`config.mk`:
```
export PLATFORM = sky130hd
export DESIGN_NAME = program_loader
export DESIGN_NICKNAME = d
export VERILOG_FILES = /design/src/rtl/program_loader.sv
export SDC_FILE = /design/constraint.sdc
export NUM_CORES = 1
export LEC_CHECK = 0
export ABC_AREA = 1
export ABC_CLOCK_PERIOD_IN_PS = 3900
export BUFFER_PORTS_ARGS = -buffer_cell sky130_fd_sc_hd__buf_2
export CAP_MARGIN = 20
export CELL_PAD_IN_SITES_DETAIL_PLACEMENT = 0
export CELL_PAD_IN_SITES_GLOBAL_PLACEMENT = 1
export CORE_ASPECT_RATIO = 1.75
export CORE_UTILIZATION = 43
export DETAILED_ROUTE_END_ITERATION = 10
export PLACE_DENSITY_LB_ADDON = 0.12
export REMOVE_ABC_BUFFERS = 1
export SETUP_SLACK_MARGIN = 0.2
export SLEW_MARGIN = 25
export SYNTH_ARGS = -nofsm -noshare
export SYNTH_HDL_FRONTEND = slang
export SYNTH_SLANG_ARGS = --single-unit
export TNS_END_PERCENT = 30
```
`constraint.sdc`:
```
create_clock -name clk -period 3.9 [get_ports clk]
set_clock_uncertainty 0.05 [all_clocks]
set_input_delay 0.39 -clock clk [delete_from_list [all_inputs] [get_ports clk]]
set_output_delay 0.39 -clock clk [all_outputs]
set_load 0.1 [all_outputs]
```
`src/rtl/program_loader.sv`:
```
// Framed byte-stream loader: writes payload bytes into processor memory and holds
// the core in reset until the frame checksum verifies. Optional LOADER_TIMEOUT_EN adds an inter-byte timeout.
module program_loader #(
    parameter logic [7:0] BASE_ADDR      = 8'h00,
    parameter logic [7:0] SYNC_BYTE      = 8'hA5,
    parameter int         TIMEOUT_CYCLES = 1024
) (
    input  logic       clk,
    input  logic       rst,
    input  logic       in_valid,
    input  logic [7:0] in_data,
    output logic       in_ready,
    output logic [7:0] ld_data,
    output logic [7:0] ld_addr,
    output logic       ld_we,
    output logic       cpu_rst,
    output logic       done,
    output logic [1:0] err,
    output logic [7:0] load_count
);

    typedef enum logic [2:0] {
        IDLE, LEN, DATA, WRITE, CSUM, DONE, ERROR
    } state_t;

    state_t      state, state_d;
    logic [7:0]  len_q, len_d;
    logic [7:0]  sum_q, sum_d;
    logic [7:0]  count_d, data_d, addr_d;
    logic [7:0]  csum_chk;
    logic [1:0]  err_d;
    logic        xfer;
`ifdef LOADER_TIMEOUT_EN
    logic [15:0] idle_cnt, idle_d;
`endif

    assign xfer     = in_valid && in_ready;
    assign csum_chk = sum_q + in_data;

    // NOTE: every comb output gets a default first, so no path can infer a latch.
    always_comb begin
        state_d = state;
        len_d   = len_q;
        sum_d   = sum_q;
        count_d = load_count;
        data_d  = ld_data;
        addr_d  = ld_addr;
        err_d   = err;
`ifdef LOADER_TIMEOUT_EN
        idle_d  = 16'd0;
`endif
        case (state)
            IDLE, ERROR: begin
                if (xfer && in_data == SYNC_BYTE) begin
                    state_d = LEN;
                    err_d   = 2'd0;
                    count_d = 8'd0;
                    sum_d   = 8'd0;
                end
            end
            LEN: begin
                if (xfer) begin
                    len_d   = in_data;
                    sum_d   = in_data;
                    state_d = (in_data == 8'd0) ? CSUM : DATA;
                end
            end
            DATA: begin
                if (xfer) begin
                    data_d  = in_data;
                    addr_d  = BASE_ADDR + load_count;
                    sum_d   = csum_chk;
                    state_d = WRITE;
                end
            end
            WRITE: begin
                count_d = load_count + 8'd1;
                state_d = (count_d == len_q) ? CSUM : DATA;
            end
            CSUM: begin
                if (xfer) begin
                    if (csum_chk == 8'd0) begin
                        state_d = DONE;
                    end else begin
                        state_d = ERROR;
                        err_d   = 2'd1;
                    end
                end
            end
            DONE:    ;
            default: state_d = IDLE;
        endcase
`ifdef LOADER_TIMEOUT_EN
        // Counter restarts on any transfer and on entry to a waiting state.
        if ((state == LEN || state == DATA || state == CSUM) && !xfer) begin
            if (idle_cnt == 16'(TIMEOUT_CYCLES - 1)) begin
                state_d = ERROR;
                err_d   = 2'd2;
            end else begin
                idle_d = idle_cnt + 16'd1;
            end
        end
`endif
    end

    // NOTE: sequential state uses non-blocking assignments only.
    always_ff @(posedge clk) begin
        if (rst) begin
            state      <= IDLE;
            len_q      <= 8'd0;
            sum_q      <= 8'd0;
            load_count <= 8'd0;
            ld_data    <= 8'd0;
            ld_addr    <= 8'd0;
            err        <= 2'd0;
            in_ready   <= 1'b0;
            ld_we      <= 1'b0;
            cpu_rst    <= 1'b1;
            done       <= 1'b0;
`ifdef LOADER_TIMEOUT_EN
            idle_cnt   <= 16'd0;
`endif
        end else begin
            state      <= state_d;
            len_q      <= len_d;
            sum_q      <= sum_d;
            load_count <= count_d;
            ld_data    <= data_d;
            ld_addr    <= addr_d;
            err        <= err_d;
            // Handshake/control outputs are registered from the next state.
            in_ready   <= !(state_d == WRITE || state_d == DONE);
            ld_we      <= (state_d == WRITE);
            cpu_rst    <= (state_d != DONE);
            done       <= (state_d == DONE);
`ifdef LOADER_TIMEOUT_EN
            idle_cnt   <= idle_d;
`endif
        end
    end

endmodule

```
==> results_dict.tcl <==
set metrics [dict create \
    cts-hold-fix-buffers 0 \
    cts_repair_resize_count 0 \
    fin_nets 434 \
    crit_type "reg2reg" \
    post-route-drc-count 0 \
    clk_pin_slew_worst_paths_ns 0.09 \
    grt_pass1_vias 2239 \
    cts_max_path_bufs 2 \
    synth-main-ff-cell "sky130_fd_sc_hd__dfxtp_1" \
    cell_type_with_the_highest_occurrence_count_on_the_critical_path "sky130_fd_sc_hd__inv_2" \
    hpwlAfterDp_mm 5.08 \
    synthesis.area_sq_mm 0.00258 \
    crit_path_max_fanout 27 \
    final_cell_area_sq_mm 0.00293 \
    final_common_cell "sky130_fd_sc_hd__nand2_1" \
    critPathMaxStageDelay_ns 0.60 \
    grt_antenna_before_repair 0 \
    critPathArrivalTime_ns 2.26 \
    total_power_per_unit_cell_area_mw_per_mm2 297 \
    post_route_cells_drive_above_1_share_pct 15.7 \
    overflow 0 \
    hold_slack_ns 0.360 \
    n_antenna_cell 0 \
    timing.critical_path.slowest_stage_cell "sky130_fd_sc_hd__clkinv_1" \
    die_area_sq_mm 0.00633 \
    irDropWorstVdd_v 0.000135 \
    timing_worst_slew_pin_value_ns 0.775 \
    setup.worst_path.start_class "register" \
    maximum_number_of_pins_on_one_net_before_global_route_repair 28 \
    placementRows 37 \
    end_kind "register" \
    gpl.final_weighted_congestion 0.829 \
    timing.max_slew.rel_slack_pct 48.3 \
    first_pass_grt_wire_length_mm 10.7 \
    netlist_instances 376 \
    h-tree-depth 2 \
    crit_chain "inv_2 -> nor2_2 -> inv_2 -> nor2_8 -> nand2_2 -> clkinv_1 -> o21ai_0 -> a21oi_1" \
    buffers_inserted_by_post_cts_timing_repair 0 \
    route.final.wire_length_mm 6.74 \
    layout-area-overhead-vs-synth_pct 13.5 \
    floorplan.core_area_sq_mm 0.00583 \
    cell_area_after_placement_sq_mm 0.00284 \
    tritoncts_clock_tree "built" \
    ys_seq_area_share_pct 37.2 \
    grtUsageTotal_pct 22.8 \
    final_period_utilization_pct 54.6 \
    detailedRoute.firstPassIterationCount 4 \
    drt-wirelength-per-cell_microns 13.7 \
    tritoncts.num_buffers 5 \
    start_util_pct 44.2 \
    insertion_delay_ns 0.31 \
    endpoint_required_time_on_the_critical_path_ns 4.03 \
    pin_count 41 \
    netlist-cell-type-count 37 \
    route.antenna.remaining_nets 0 \
    final.min_clock_period_ns 2.13 \
    vias_per_cell 5.03 \
    ys_warn_count 0 \
    max_freq_ghz 0.469 \
    cts_sinks 48 \
    timing.setup.tns_ns 0 \
    run_status "completed" \
    drtIter0Drc 157 \
    die_height_microns 104 \
    cap_viol_max_count 0 \
    report.final.setup_viol 0 \
    port-buffer-count 39 \
    fin_worst_setup_slack_ns 1.77 \
    clk_root_buffer_cell "sky130_fd_sc_hd__clkbuf_8" \
    synth_edf_count 0 \
    die-width_microns 60.6 \
    grt_setup_unrepaired "no" \
    synth.ff_latch_count 48 \
    finalCoreUtilization_pct 50.2 \
    dpl_worst_slack_ns 1.56 \
    synth-async-reset-ratio_pct 0 \
    syn_area_per_cell_sq_um 6.86 \
    rrSetupSlack_ns 1.77 \
    maxSlewViolCount 0 \
    leak_pwr_uw 0.00134 \
    final_cell_mix "sky130_fd_sc_hd__nand2_1, sky130_fd_sc_hd__nor2_1, sky130_fd_sc_hd__dfxtp_1" \
    timing.hold.worst.class "in2reg" \
    routed-via-count 2482 \
    hold_viol 0 \
]
-- cell usage after synthesis (3+ instances only) --
cell type | number | area (sq um)
sky130_fd_sc_hd__clkbuf_1 | 3 | 11.3
sky130_fd_sc_hd__inv_1 | 41 | 154
sky130_fd_sc_hd__nor2_1 | 48 | 180
sky130_fd_sc_hd__xor2_1 | 7 | 61.3
sky130_fd_sc_hd__o21ai_1 | 5 | 25.0
sky130_fd_sc_hd__nand2_1 | 78 | 293
sky130_fd_sc_hd__a21oi_1 | 30 | 150
sky130_fd_sc_hd__nor3_1 | 7 | 35.0
sky130_fd_sc_hd__a31oi_1 | 3 | 18.8
sky130_fd_sc_hd__o21ai_0 | 25 | 125
sky130_fd_sc_hd__buf_2 | 3 | 15.0
sky130_fd_sc_hd__o22ai_1 | 3 | 18.8
sky130_fd_sc_hd__a211oi_1 | 8 | 60.1
sky130_fd_sc_hd__nand3_1 | 29 | 145
sky130_fd_sc_hd__inv_2 | 5 | 18.8
sky130_fd_sc_hd__dfxtp_1 | 48 | 961
sky130_fd_sc_hd__ha_1 | 8 | 100
-- metrics by stage --
step	power, uW	std cells
final	868	493
after global routing	907	493
after CTS	876	493
after detailed placement	567	485
after global placement	567	485
after floorplan	543	368
-- worst max-delay path: cells and delay by family (launching register included) --
kind | cells | cell delay [ns]
buffers and inverters | 3 | 0.79
AO/OA/AOI/OAI | 2 | 0.47
flip-flops | 1 | 0.39
AND/OR/NAND/NOR | 3 | 0.29
-- final timing paths --
path         cells past startpoint         end  startpoint
max                              8  ld_data[0]    state[1]
min                              3  ld_data[5]  in_data[5]
max reg2reg                      8  ld_data[0]    state[1]
min reg2reg                      2      err[0]      err[0]
-- flip-flops by register name (all words and copies together) (netlist names) --
register / flops
in_ready: 1
ld_we: 1
err: 1
state: 3
done: 1
sum_q: 8
len_q: 8
ld_addr: 8
ld_data: 8
cpu_rst: 1
load_count: 8
-- where the power goes --
| group | internal, uW | switching, uW |
|---|---|---|
| Clock | 142 | 172 |
| Sequential | 491 | 0.525 |
| Combinational | 14.7 | 48.8 |
| Total | 647 | 221 |
-- cell families (layout without fill, tap and decap cells) --
| group | after synthesis | after routing | synth area share, % |
|---|---|---|---|
| simple gates | 174 | 174 | 29.2 |
| compound gates | 80 | 80 | 17.4 |
| buf+inv | 56 | 95 | 8.63 |
| other cells | 1 | 1 | 0.145 |
| flops | 48 | 48 | 37.2 |
| fa+ha+maj | 9 | 9 | 4.66 |
| xor+xnor | 8 | 8 | 2.72 |
-- cell type report --
class / instances / area (sq um)
clock buffers: 6 / 82.6
inverters: 48 / 185
well taps: 78 / 97.6
clock inverters: 2 / 10.0
fillers: 645 / 2910
flip-flops and latches: 48 / 961
repair buffers: 39 / 195
multi-input cells: 272 / 1400
-- layer usage --
| metal | GRT usage (%) | part of all wire [%] | vias to the layer above |
|---|---|---|---|
| met5 | 0 | 0 | - |
| met4 | 10.4 | 3.2 | 0 |
| met3 | 3.61 | 2.2 | 17 |
| met2 | 41.8 | 54 | 43 |
| met1 | 23.9 | 40 | 1117 |
| li1 | - | - | 1305 |
No activity file was read; power rests on OpenSTA's default activity.
